File: src/rtl/rr_arbiter4.sv
// Four-master round-robin arbiter with registered one-hot grant, hold limit with
// forced release, global inhibit, and a one-cycle dead gap on every handover.
module rr_arbiter4 #(
    parameter int MAX_HOLD = 16
) (
    input  logic       C,
    input  logic       CLRB,
    input  logic [3:0] REQ,
    input  logic       INH,
    output logic [3:0] GNT,
    output logic [1:0] GNT_ID,
    output logic       GNT_VLD,
    output logic       PREEMPT
);

    localparam int CW = (MAX_HOLD < 1) ? 1 : $clog2(MAX_HOLD + 1);
    localparam logic [CW-1:0] HOLD_MAX = CW'(MAX_HOLD);
    localparam logic [CW-1:0] CNT_ONE  = CW'(1);

    typedef enum logic [1:0] {
        IDLE  = 2'd0,
        GRANT = 2'd1,
        GAP   = 2'd2
    } state_t;

    state_t        state;
    logic [1:0]    last;
    logic [CW-1:0] cnt;

    logic [3:0]    eligible;
    logic          win_found;
    logic [1:0]    win_idx;
    logic [1:0]    scan_idx;
    logic          owner_req;
    logic          others_waiting;
    logic          hold_expired;
    logic          vol_release;
    logic          forced_release;

    assign eligible = REQ & ~{4{INH}};

    // Scan starts just after the last owner, so the previous owner ends up last.
    always_comb begin
        win_found = 1'b0;
        win_idx   = 2'd0;
        scan_idx  = 2'd0;
        for (int k = 1; k <= 4; k++) begin
            scan_idx = last + k[1:0];
            if (!win_found && eligible[scan_idx]) begin
                win_found = 1'b1;
                win_idx   = scan_idx;
            end
        end
    end

    assign owner_req      = REQ[GNT_ID];
    assign others_waiting = |(eligible & ~GNT);
    assign hold_expired   = (MAX_HOLD != 0) && (cnt == HOLD_MAX);
    assign vol_release    = (state == GRANT) && !owner_req;
    assign forced_release = (state == GRANT) && owner_req && hold_expired && others_waiting;

    always_ff @(posedge C or negedge CLRB) begin
        if (!CLRB) begin
            state   <= IDLE;
            last    <= 2'd3;
            cnt     <= '0;
            GNT     <= 4'b0000;
            GNT_ID  <= 2'd0;
            GNT_VLD <= 1'b0;
            PREEMPT <= 1'b0;
        end else begin
            PREEMPT <= 1'b0;
            case (state)
                IDLE, GAP: begin
                    if (win_found) begin
                        state   <= GRANT;
                        GNT     <= 4'b0001 << win_idx;
                        GNT_ID  <= win_idx;
                        GNT_VLD <= 1'b1;
                        cnt     <= CNT_ONE;
                    end else begin
                        state <= IDLE;
                    end
                end
                GRANT: begin
                    if (vol_release || forced_release) begin
                        state   <= GAP;
                        last    <= GNT_ID;
                        GNT     <= 4'b0000;
                        GNT_ID  <= 2'd0;
                        GNT_VLD <= 1'b0;
                        cnt     <= '0;
                        PREEMPT <= forced_release;
                    end else if ((MAX_HOLD != 0) && (cnt < HOLD_MAX)) begin
                        cnt <= cnt + CNT_ONE;
                    end
                end
                default: begin
                    state   <= IDLE;
                    GNT     <= 4'b0000;
                    GNT_ID  <= 2'd0;
                    GNT_VLD <= 1'b0;
                    cnt     <= '0;
                end
            endcase
        end
    end

endmodule

File: config.mk
export PLATFORM = sky130hd
export DESIGN_NAME = rr_arbiter4
export DESIGN_NICKNAME = d
export VERILOG_FILES = /design/src/rtl/rr_arbiter4.sv
export SDC_FILE = /design/constraint.sdc
export NUM_CORES = 1
export LEC_CHECK = 0
export CELL_PAD_IN_SITES_DETAIL_PLACEMENT = 2
export CELL_PAD_IN_SITES_GLOBAL_PLACEMENT = 2
export CORE_ASPECT_RATIO = 1.25
export CORE_MARGIN = 8
export CORE_UTILIZATION = 33
export CTS_CLUSTER_DIAMETER = 200
export CTS_CLUSTER_SIZE = 8
export DETAILED_ROUTE_END_ITERATION = 12
export GPL_TIMING_DRIVEN = 0
export PLACE_DENSITY = 0.77
export REMOVE_ABC_BUFFERS = 1
export SYNTH_ARGS = -nofsm -noshare
export SYNTH_HDL_FRONTEND = slang
export SYNTH_SLANG_ARGS = --single-unit
File: constraint.sdc
create_clock -name C -period 2.6 [get_ports C]
set_clock_uncertainty 0.2 [all_clocks]
set_input_delay 0.52 -clock C [delete_from_list [all_inputs] [get_ports C]]
set_output_delay 0.52 -clock C [all_outputs]
set_load 0.01 [all_outputs]
==> qor.txt <==
========================================================================================================
Maximum fanout along the worst path .......................................................            7
Share of the synthesized area in the top cell type ........................................        0.355
Fraction of final layout cells with drive strength greater than 1 .........................        0.192
Die height ................................................................................      79.3 um
Worst Max-Slew Pin Slew ...................................................................     0.758 ns
Classification of the worst-slack hold path ...............................................      reg2reg
Core Rows .................................................................................           23
Vias after detailed routing ...............................................................          883
Combined area of all synthesized cells ....................................................  0.00106 mm2
Layout overhead on the synthesized area ...................................................        26.5%
Synth cell types ..........................................................................           43
Async SR Flop Fraction ....................................................................         1.00
Core Box Area .............................................................................  0.00314 mm2
Sequential element share of the synthesized area ..........................................        0.405
Final number of max-transition violations .................................................            0
Number of buffers on the longest clock path ...............................................            2
Final instance area .......................................................................  0.00134 mm2
Final clock period utilization by the worst path ..........................................        0.940
Net count reported at finish ..............................................................          135
Arrival time of data at the critical path endpoint ........................................      2.38 ns
TritonCTS clock tree ......................................................................         done
Peak VDD IR ...............................................................................   0.000527 V
Root Buffer Master ........................................................................     clkbuf_8
Post-placement cell area ..................................................................  0.00123 mm2
Crit start category ....................................................................... primary input
Effective utilization at floorplan ........................................................        0.337
Setup slack after placement ...............................................................    -0.402 ns
CTS hold repair buffers ...................................................................            0
Buffers on Ports ..........................................................................           14
Critical Path Max Stage Delay .............................................................      0.60 ns
Area enclosed by the die boundary .........................................................  0.00528 mm2
Diodes inserted ...........................................................................            0
Warnings, synthesis .......................................................................            0
Synthesized flop and latch total ..........................................................           17
Syn_area_per_cell .........................................................................     9.88 um2
Grt total ovfl ............................................................................            0
Global-route wire length before repair ....................................................      5.33 mm
Slew headroom .............................................................................        0.493
IO Pins ...................................................................................           15
Starting DRT DRC Count ....................................................................           58
Buf+Inv Stages, Crit Path .................................................................            3
DP Wirelength .............................................................................      2.37 mm
Cell taking the most area after synthesis .................................................      dfrtp_1
Worst path cell trace ..................................................................... clkdlybuf4s50_1, inv_1, o2111a_1, o211ai_4, o41ai_4, buf_4, a22o_1
Final wirelength ..........................................................................      3.08 mm
Critical Setup Path Class .................................................................       in2reg
Routed vias/inst ..........................................................................         5.45
Timing-limited maximum frequency ..........................................................      409 MHz
Post-layout min period ....................................................................      2.44 ns
Initial antenna violation count ...........................................................            0
Power per Cell Area .......................................................................  1010 mW/mm2
Number of CTS-inserted buffers ............................................................            3
Pin count of the biggest net entering global routing ......................................           18
Least setup slack across all paths after layout ...........................................     0.156 ns
Leading cell types by count after synthesis ............................................... dfrtp_1 (15), nand2_1 (15), inv_1 (7), o21ai_0 (7), nor2_1 (6)
Final routed DRC violation total ..........................................................            0
Top flip-flop cell by instance count after synthesis ......................................      dfrtp_1
Wirelength per Cell .......................................................................      19.0 um
Max-cap viol count ........................................................................            0
Count of final setup violators ............................................................            0
Unrepaired setup endpoints after global routing ...........................................           no
Weighted congestion reported at the end of routability-driven placement ...................        0.776
Endpoint type of the worst setup path .....................................................     register
FF-to-FF path depth .......................................................................            7
Count of final hold-check violations ......................................................            0
Standard cell with the maximum stage delay on the critical path ........................... clkdlybuf4s50_1
Outcome ...................................................................................    completed
Worst Hold Path Cells .....................................................................            2
Delay-heaviest family, CP ................................................................. compound AO/OA/AOI/OAI gates
DRT antenna net count .....................................................................            0
Filler cells ..............................................................................          344
Total number of clock tree sinks ..........................................................           17
Vias in the first global route ............................................................         1006
Share of the core filled with cells .......................................................        0.426
Total routing resource utilization after global routing ...................................        0.131
Number of iterations in the first detailed-routing pass ...................................            4
P_leak ....................................................................................     0.563 nW
Post-CTS clock slew at the launch and capture registers of the worst setup and hold paths .      0.06 ns
Overall die width .........................................................................      66.6 um
Critical Path Stages ......................................................................            7
Number of levels the H-tree was split into ................................................            1
Number of instances in the synthesized netlist ............................................          107
Number of flops mapped to enable cells by yosys ...........................................            0
Clk_lat worst skew ........................................................................      0.25 ns
Cells taking the most area after synthesis ................................................ dfrtp_1 (36%), nand2_1 (5.3%), dfstp_2 (5.0%), o21ai_0 (3.3%), nand2b_1 (3.0%)
Required time of the worst setup path .....................................................      2.54 ns
Overall power of the completed layout .....................................................      1.36 mW
========================================================================================================
## timing repair
item	CTS	global route
resized for setup	6	4
setup endpoints to repair	11	7
pin swaps	1	1
buffers inserted	2	0
## worst register-to-register path: cells and delay by family (launching register included)
family / cells / cell delay [ns]
AOI/OAI and AO/OA: 3 / 0.52
buffers and inverters: 1 / 0.20
and+or+nand+nor: 2 / 0.33
muxes: 1 / 0.34
DFF: 1 / 0.71
## area by class of cell
class | count | area [um2] | area share
timing repair buffer | 16 | 156 | 0.117
tap | 37 | 46.3 | 0.0346
multi-input combinational | 81 | 636 | 0.475
sequential | 17 | 428 | 0.320
inverter | 7 | 26.3 | 0.0196
clock buffer | 4 | 45.0 | 0.0337
## through the flow
step,hold slack (ns),std cells,TNS [ns]
floorplan,0.0244,105,0
global placement,0.261,156,-2.85
detailed placement,0.265,156,-4.41
CTS,0.280,162,0
global route,0.316,162,0
finish,0.272,162,0
## sequential cells by signal, indices dropped and copies added (netlist names)
signal   cells
last         2
state        2
PREEMPT      1
cnt          5
GNT_VLD      1
GNT          4
GNT_ID       2
## routing by layer
metal | wire [um] | share of wire | vias to the layer above | track usage
met4 | 38 | 0.012 | 0 | 0.0493
met5 | 0 | 0 | - | 0
met2 | 1730 | 0.56 | 9 | 0.233
met1 | 1230 | 0.40 | 447 | 0.147
li1 | - | - | 422 | -
met3 | 90 | 0.029 | 5 | 0.0267
## cells in the final DEF, fill, tap and decap left out, types with 2 or more instances in the layout
cell type / count
nor2_1: 6
dfrtp_1: 15
nor4b_1: 2
dfstp_2: 2
a21oi_1: 2
nor3_1: 2
a32oi_2: 2
nand3_1: 2
buf_4: 2
nor2b_1: 3
o22ai_1: 2
clkbuf_8: 3
mux2_2: 2
ha_1: 2
a22o_1: 2
nand2_1: 15
o21ai_0: 7
nand2b_1: 5
o31ai_1: 2
inv_1: 7
clkdlybuf4s50_1: 12
## path summary, 6_finish.rpt
path / slack [ns] / startpoint / to
max in group asynchronous: 1.21 / CLRB / cnt[0]
min reg2reg: 0.27 / GNT_VLD / GNT_VLD
min: 0.27 / GNT_VLD / GNT_VLD
max reg2reg: 0.22 / last[0] / GNT_ID[0]
min in group asynchronous: 0.51 / CLRB / cnt[1]
max: 0.16 / REQ[1] / GNT[3]
## where the power goes
group	internal [mW]	switching (mW)
combinational	0.320	0.366
clock	0.109	0.0910
sequential	0.353	0.117
## cell families (layout without fill, tap and decap cells)
group,count (synthesis),count (layout),share of synthesized area
simple gates,44,44,0.244
compound gates,28,28,0.209
flops,17,17,0.405
buf+inv,9,27,0.0402
mux,5,5,0.0615
fa+ha+maj,2,2,0.0237
xor+xnor,2,2,0.0166
Note: power is estimated with default switching activity, not from simulation.
